File: config.mk
export PLATFORM = sky130hd
export DESIGN_NAME = t_ff_counter
export DESIGN_NICKNAME = d
export VERILOG_FILES = /design/src/rtl/t_ff_pkg.sv /design/src/rtl/t_ff_cell.sv /design/src/rtl/t_ff_counter.sv
export SDC_FILE = /design/constraint.sdc
export NUM_CORES = 1
export LEC_CHECK = 0
export ABC_AREA = 1
export CAP_MARGIN = 20
export CELL_PAD_IN_SITES_DETAIL_PLACEMENT = 1
export CELL_PAD_IN_SITES_GLOBAL_PLACEMENT = 1
export CORE_ASPECT_RATIO = 1.1
export CORE_UTILIZATION = 27
export DETAILED_ROUTE_END_ITERATION = 10
export MAX_ROUTING_LAYER = met4
export PLACE_DENSITY_LB_ADDON = 0.1
export SYNTH_ARGS = -nofsm -noshare
export SYNTH_HDL_FRONTEND = slang
export SYNTH_SLANG_ARGS = --single-unit
File: constraint.sdc
create_clock -name clk -period 1.45 [get_ports clk]
set_input_delay 0.2175 -clock clk [delete_from_list [all_inputs] [get_ports clk]]
set_output_delay 0.2175 -clock clk [all_outputs]
set_load 0.01 [all_outputs]
File: src/rtl/t_ff_pkg.sv
// Shared definitions for the T flip-flop counter bank: mode encoding and helpers.
package t_ff_pkg;

    typedef logic [1:0] mode_t;

    localparam mode_t MODE_TOGGLE = 2'b00;
    localparam mode_t MODE_UP     = 2'b01;
    localparam mode_t MODE_DOWN   = 2'b10;
    localparam mode_t MODE_LOAD   = 2'b11;

    // True when the mode moves the register as a binary counter.
    function automatic logic is_count_mode(input mode_t m);
        return (m == MODE_UP) || (m == MODE_DOWN);
    endfunction

endpackage

File: src/rtl/t_ff_cell.sv
// Single-bit T flip-flop: toggles on a rising edge when t=1, async active-low reset to rst_val.
module t_ff_cell (
    input  logic clk,
    input  logic reset_n,
    input  logic rst_val,
    input  logic t,
    output logic q,
    output logic qb
);

    always_ff @(posedge clk or negedge reset_n) begin
        if (!reset_n) begin
            q <= rst_val;
        end else begin
            q <= q ^ t;
        end
    end

    assign qb = ~q;

endmodule

File: src/rtl/t_ff_counter.sv
// WIDTH-bit toggle/up/down/load register built from T cells; every update is a per-bit toggle vector.
module t_ff_counter
    import t_ff_pkg::*;
#(
    parameter int               WIDTH     = 4,
    parameter bit               SATURATE  = 1'b0,
    parameter logic [WIDTH-1:0] RESET_VAL = '0
) (
    input  logic             clk,
    input  logic             reset_n,
    input  logic             en,
    input  logic             clr,
    input  mode_t            mode,
    input  logic [WIDTH-1:0] t,
    input  logic [WIDTH-1:0] load_val,
    output logic [WIDTH-1:0] q,
    output logic [WIDTH-1:0] qb,
    output logic             tc,
    output logic             ovf
);

    logic [WIDTH-1:0] te;
    logic [WIDTH-1:0] up_te;
    logic [WIDTH-1:0] dn_te;
    logic             at_max;
    logic             at_min;
    logic             boundary;

    // Ripple-carry toggle enables: bit i flips when all lower bits are 1 (up) or 0 (down).
    always_comb begin
        logic up_carry;
        logic dn_carry;
        up_te    = '0;
        dn_te    = '0;
        up_carry = 1'b1;
        dn_carry = 1'b1;
        for (int i = 0; i < WIDTH; i++) begin
            up_te[i] = up_carry;
            dn_te[i] = dn_carry;
            up_carry = up_carry & q[i];
            dn_carry = dn_carry & ~q[i];
        end
    end

    assign at_max = &q;
    assign at_min = ~|q;

    always_comb begin
        te       = '0;
        boundary = 1'b0;
        if (clr) begin
            // Clearing is toggling every bit that is currently set.
            te = q;
        end else if (en) begin
            case (mode)
                MODE_TOGGLE: te = t;
                MODE_UP: begin
                    boundary = at_max;
                    te       = (at_max && SATURATE) ? '0 : up_te;
                end
                MODE_DOWN: begin
                    boundary = at_min;
                    te       = (at_min && SATURATE) ? '0 : dn_te;
                end
                MODE_LOAD:   te = q ^ load_val;
                default:     te = '0;
            endcase
        end
    end

    for (genvar i = 0; i < WIDTH; i++) begin : g_cell
        t_ff_cell u_cell (
            .clk     (clk),
            .reset_n (reset_n),
            .rst_val (RESET_VAL[i]),
            .t       (te[i]),
            .q       (q[i]),
            .qb      (qb[i])
        );
    end

    // boundary is only ever raised for an enabled UP/DOWN edge without clr.
    always_ff @(posedge clk or negedge reset_n) begin
        if (!reset_n) begin
            tc  <= 1'b0;
            ovf <= 1'b0;
        end else if (clr) begin
            tc  <= 1'b0;
            ovf <= 1'b0;
        end else begin
            tc <= boundary && is_count_mode(mode);
            if (boundary) begin
                ovf <= 1'b1;
            end
        end
    end

endmodule

==> results.cfg, run 1 <==
[outcome]
status = finished clean

[floorplanning]
die_w_um = 46.8
start_util_pct = 29.2
coreArea_um2 = 2040
fp.dieH_um = 51.3
io_pins = 24
num_rows = 17
die-area_um2 = 2400

[clock_network]
postCtsSetupBuffers = 0
cts_tree = done
cts_max_path_buffers = 2
root_buffer = clkbuf_4
hold_buffers = 0
clock_latency_ns = 0.24
htree_levels = 1
clock-sinks = 6
clk_pin_slew_ns = 0.05
numCtsBuffers = 3

[timing]
worstMarginPinSlew_ns = 0.269
max-slew-margin-rel_pct = 82.0
period_needed_ns = 1.40
setup_viol = 0
rsz0062_at_grt = false
fmax_mhz = 712
finClkSkew_ns = 0.00220
holdWs_ns = 0.213
min_period_over_period_pct = 96.9
final_hold_viol_count = 0
tns_ns = 0
maxSlewViolCount = 0

[global_routing]
first_global_vias = 682
antenna_found_initial = 0
grt_pass1_wl_um = 2750
grt_usage_pct = 16.3
grt_start_max_net_pins = 9
gr-total-overflow = 0

[critical_path]
crit_type = flip-flop to output pin
cp_data_arrival_time_ns = 1.19
crit_family = buffers and inverters
crit_chain = clkdlybuf4s50_1
critical_path_required_ns = 1.23
crit_slowest_cell = clkdlybuf4s50_1
endpoint_kind = output pin
crit_buf_inv = 1
cpPeakStageDelay_ns = 0.55
critPathMaxFanout = 3
startpoint_type = flip-flop

[synth]
synthDistinctLibCells = 14
synthCells = 94
synth_top_cell_by_area = dfrtp_1
ys_seq_area_share_pct = 25.2
avgSynthCellArea_um2 = 6.34
syn_area_um2 = 596
ys_seq_elements = 6
synth_top_area_share_pct = 25.2
syn_nets = 113
ys_warn_count = 0
synth_area_leaders = dfrtp_1 25%, nand2_1 14%, nor2_1 11%

[placed_design]
portBuffers = 23
place_congestion = 0.774
dp_hpwl_um = 1440

[pwr]
finalPower_uw = 579
powerDensity_nw_per_um2 = 647
leakagePower_uw = 0.000501
ir_drop_v = 0.000235

[route]
wl_per_cell_um = 10.9
first_iter_violations = 10
dr_total_vias = 677
vias_per_cell = 4.54
drt-pass1-iter-count = 4
drc_errors = 0
drt_wl_total_um = 1630
ant_nets = 0

[finish]
final_common_cell = nand2_1
final_cell_mix = 22 x nand2_1, 17 x nor2_1, 14 x clkdlybuf4s50_1, 12 x inv_1, 10 x buf_4
fin_nets = 142
area_growth_pct = 50.2
drive_gt1_share_pct = 14.0
antenna_cells = 0

[job]
maxCapViolations = 0

[hold_path]
hold_path_class = input pin to async pin
==> cell type report <==
type / count / area [um^2]
clock buffer: 3 / 22.5
fill: 285 / 1150
inverter: 14 / 52.6
multi-input combinational: 65 / 325
sequential: 6 / 150
tap: 28 / 35.0
timing repair buffer: 33 / 309
==> power by group <==
part | internal, uW | switching, uW | leakage [uW] | total, uW
logic | 119 | 116 | 0.000406 | 235
registers | 181 | 10.4 | 0.0000808 | 191
clock network | 93.6 | 59.4 | 0.0000138 | 153
total | 393 | 185 | 0.000501 | 579
==> sequential cells by signal (all words and copies together), names as in the netlist <==
signal and cells:
g_cell.u_cell.q 4, ovf 1, tc 1
==> Yosys cell counts <==
library cell	count
buf_4	8
inv_1	13
dfrtp_1	6
nand3_1	9
clkbuf_8	1
nand4_1	4
nor2_1	17
nor3_1	2
a21oi_1	2
ha_1	5
o21ai_1	2
o21ai_0	2
nand2_1	22
inv_2	1
==> routing by layer <==
layer,GRT usage [%],up-vias,routed length [um]
li1,-,340,-
met5,-,-,0
met4,9.52,0,35
met1,18.0,315,749
met3,1.06,4,64
met2,27.8,18,780
==> what timing repair did <==
action,4_1_cts,5_1_grt
endpoints found under the setup margin,9,8
pin swaps,0,1
resized for setup,7,6
==> path summary, 6_finish.rpt <==
kind / startpoint / end / depth (start not counted) / slack [ns]
setup / recovery: g_cell[1].u_cell.q / q[1] / 1 / 0.05
hold / removal: reset_n / g_cell[1].u_cell.q / 1 / 0.21
setup reg to reg: g_cell[1].u_cell.q / g_cell[3].u_cell.q / 8 / 0.23
hold reg to reg: ovf / ovf / 2 / 0.49
max in group asynchronous: reset_n / g_cell[2].u_cell.q / 1 / 1.02
min in group clk: ovf / ovf / 2 / 0.49
==> metrics by stage <==
step                util [%]  cell area, um^2  setup WS [ns]  instances
finish                  43.8              895         0.0457        149
CTS                     43.0              878         0.0125        149
global placement        42.2              862         -0.266        146
detailed placement      42.2              862         -0.286        146
floorplan                  -              596          0.382         94
global route            43.8              895        0.00452        149
==> cells by family after synthesis <==
kind of cell / after synthesis / share of synthesized area, %
fa+ha+maj: 5 / 10.5
compound gates: 6 / 5.04
simple gates: 54 / 38.0
buf+inv: 23 / 21.2
flops: 6 / 25.2
No activity file was read; power rests on OpenSTA's default activity.
==> run 2, diff against run 1 <==
--- a/config.mk
+++ b/config.mk
@@ -7,13 +7,10 @@
 export LEC_CHECK = 0
 export ABC_AREA = 1
 export CAP_MARGIN = 20
-export CELL_PAD_IN_SITES_DETAIL_PLACEMENT = 1
-export CELL_PAD_IN_SITES_GLOBAL_PLACEMENT = 1
-export CORE_ASPECT_RATIO = 1.1
-export CORE_UTILIZATION = 27
 export DETAILED_ROUTE_END_ITERATION = 10
 export MAX_ROUTING_LAYER = met4
-export PLACE_DENSITY_LB_ADDON = 0.1
+export RECOVER_POWER = 100
 export SYNTH_ARGS = -nofsm -noshare
 export SYNTH_HDL_FRONTEND = slang
+export SYNTH_HIERARCHICAL = 1
 export SYNTH_SLANG_ARGS = --single-unit
==> constraint.sdc (replaced) <==
create_clock -name clk -period 1.45 [get_ports clk]
set_input_delay 0.29 -clock clk [delete_from_list [all_inputs] [get_ports clk]]
set_output_delay 0.29 -clock clk [all_outputs]
set_load 0.01 [all_outputs]
==> run 2 against run 1 <==
The run now fails in 1_2_yosys.
==> results.cfg, run 2 <==
[outcome]
status = stopped before the end
stop_stage = 1_2_yosys
firstError = ERROR: Found 4 problems in 'check -assert'.

[synth]
ys.flop_type = dfrtp_1
synthTopCellsByCount = 33 x nand2_1, 14 x inv_1, 13 x nor2_1
yosys_area_um2 = 459
synth_top_cell_by_area = nand2_1
ys_seq_area_share_pct = 10.9
synth_top_family_by_area = simple AND/OR/NAND/NOR gates
synthDistinctLibCells = 15
muxShareOfSynthArea_pct = 0
synth-compound-area-share_pct = 4.36
synth_top_area_share_pct = 27.0
synth_area_leaders = nand2_1 27%, inv_1 11%, dfrtp_1 11%
synth-xor-area-share_pct = 0
synth_edf_count = 0
async_flop_share_pct = 100
ys_warn_count = 0
ys_seq_elements = 2
synth-simple-area-share_pct = 58.3
yosysMostFrequentCell = nand2_1
ys_cells = 92
synthAdderAreaFrac_pct = 10.9
## run 2: cells by family after synthesis
logic type | count (synthesis)
other cells | 1
buf+inv | 18
compound gates | 4
flops | 2
simple gates | 63
fa+ha+maj | 4
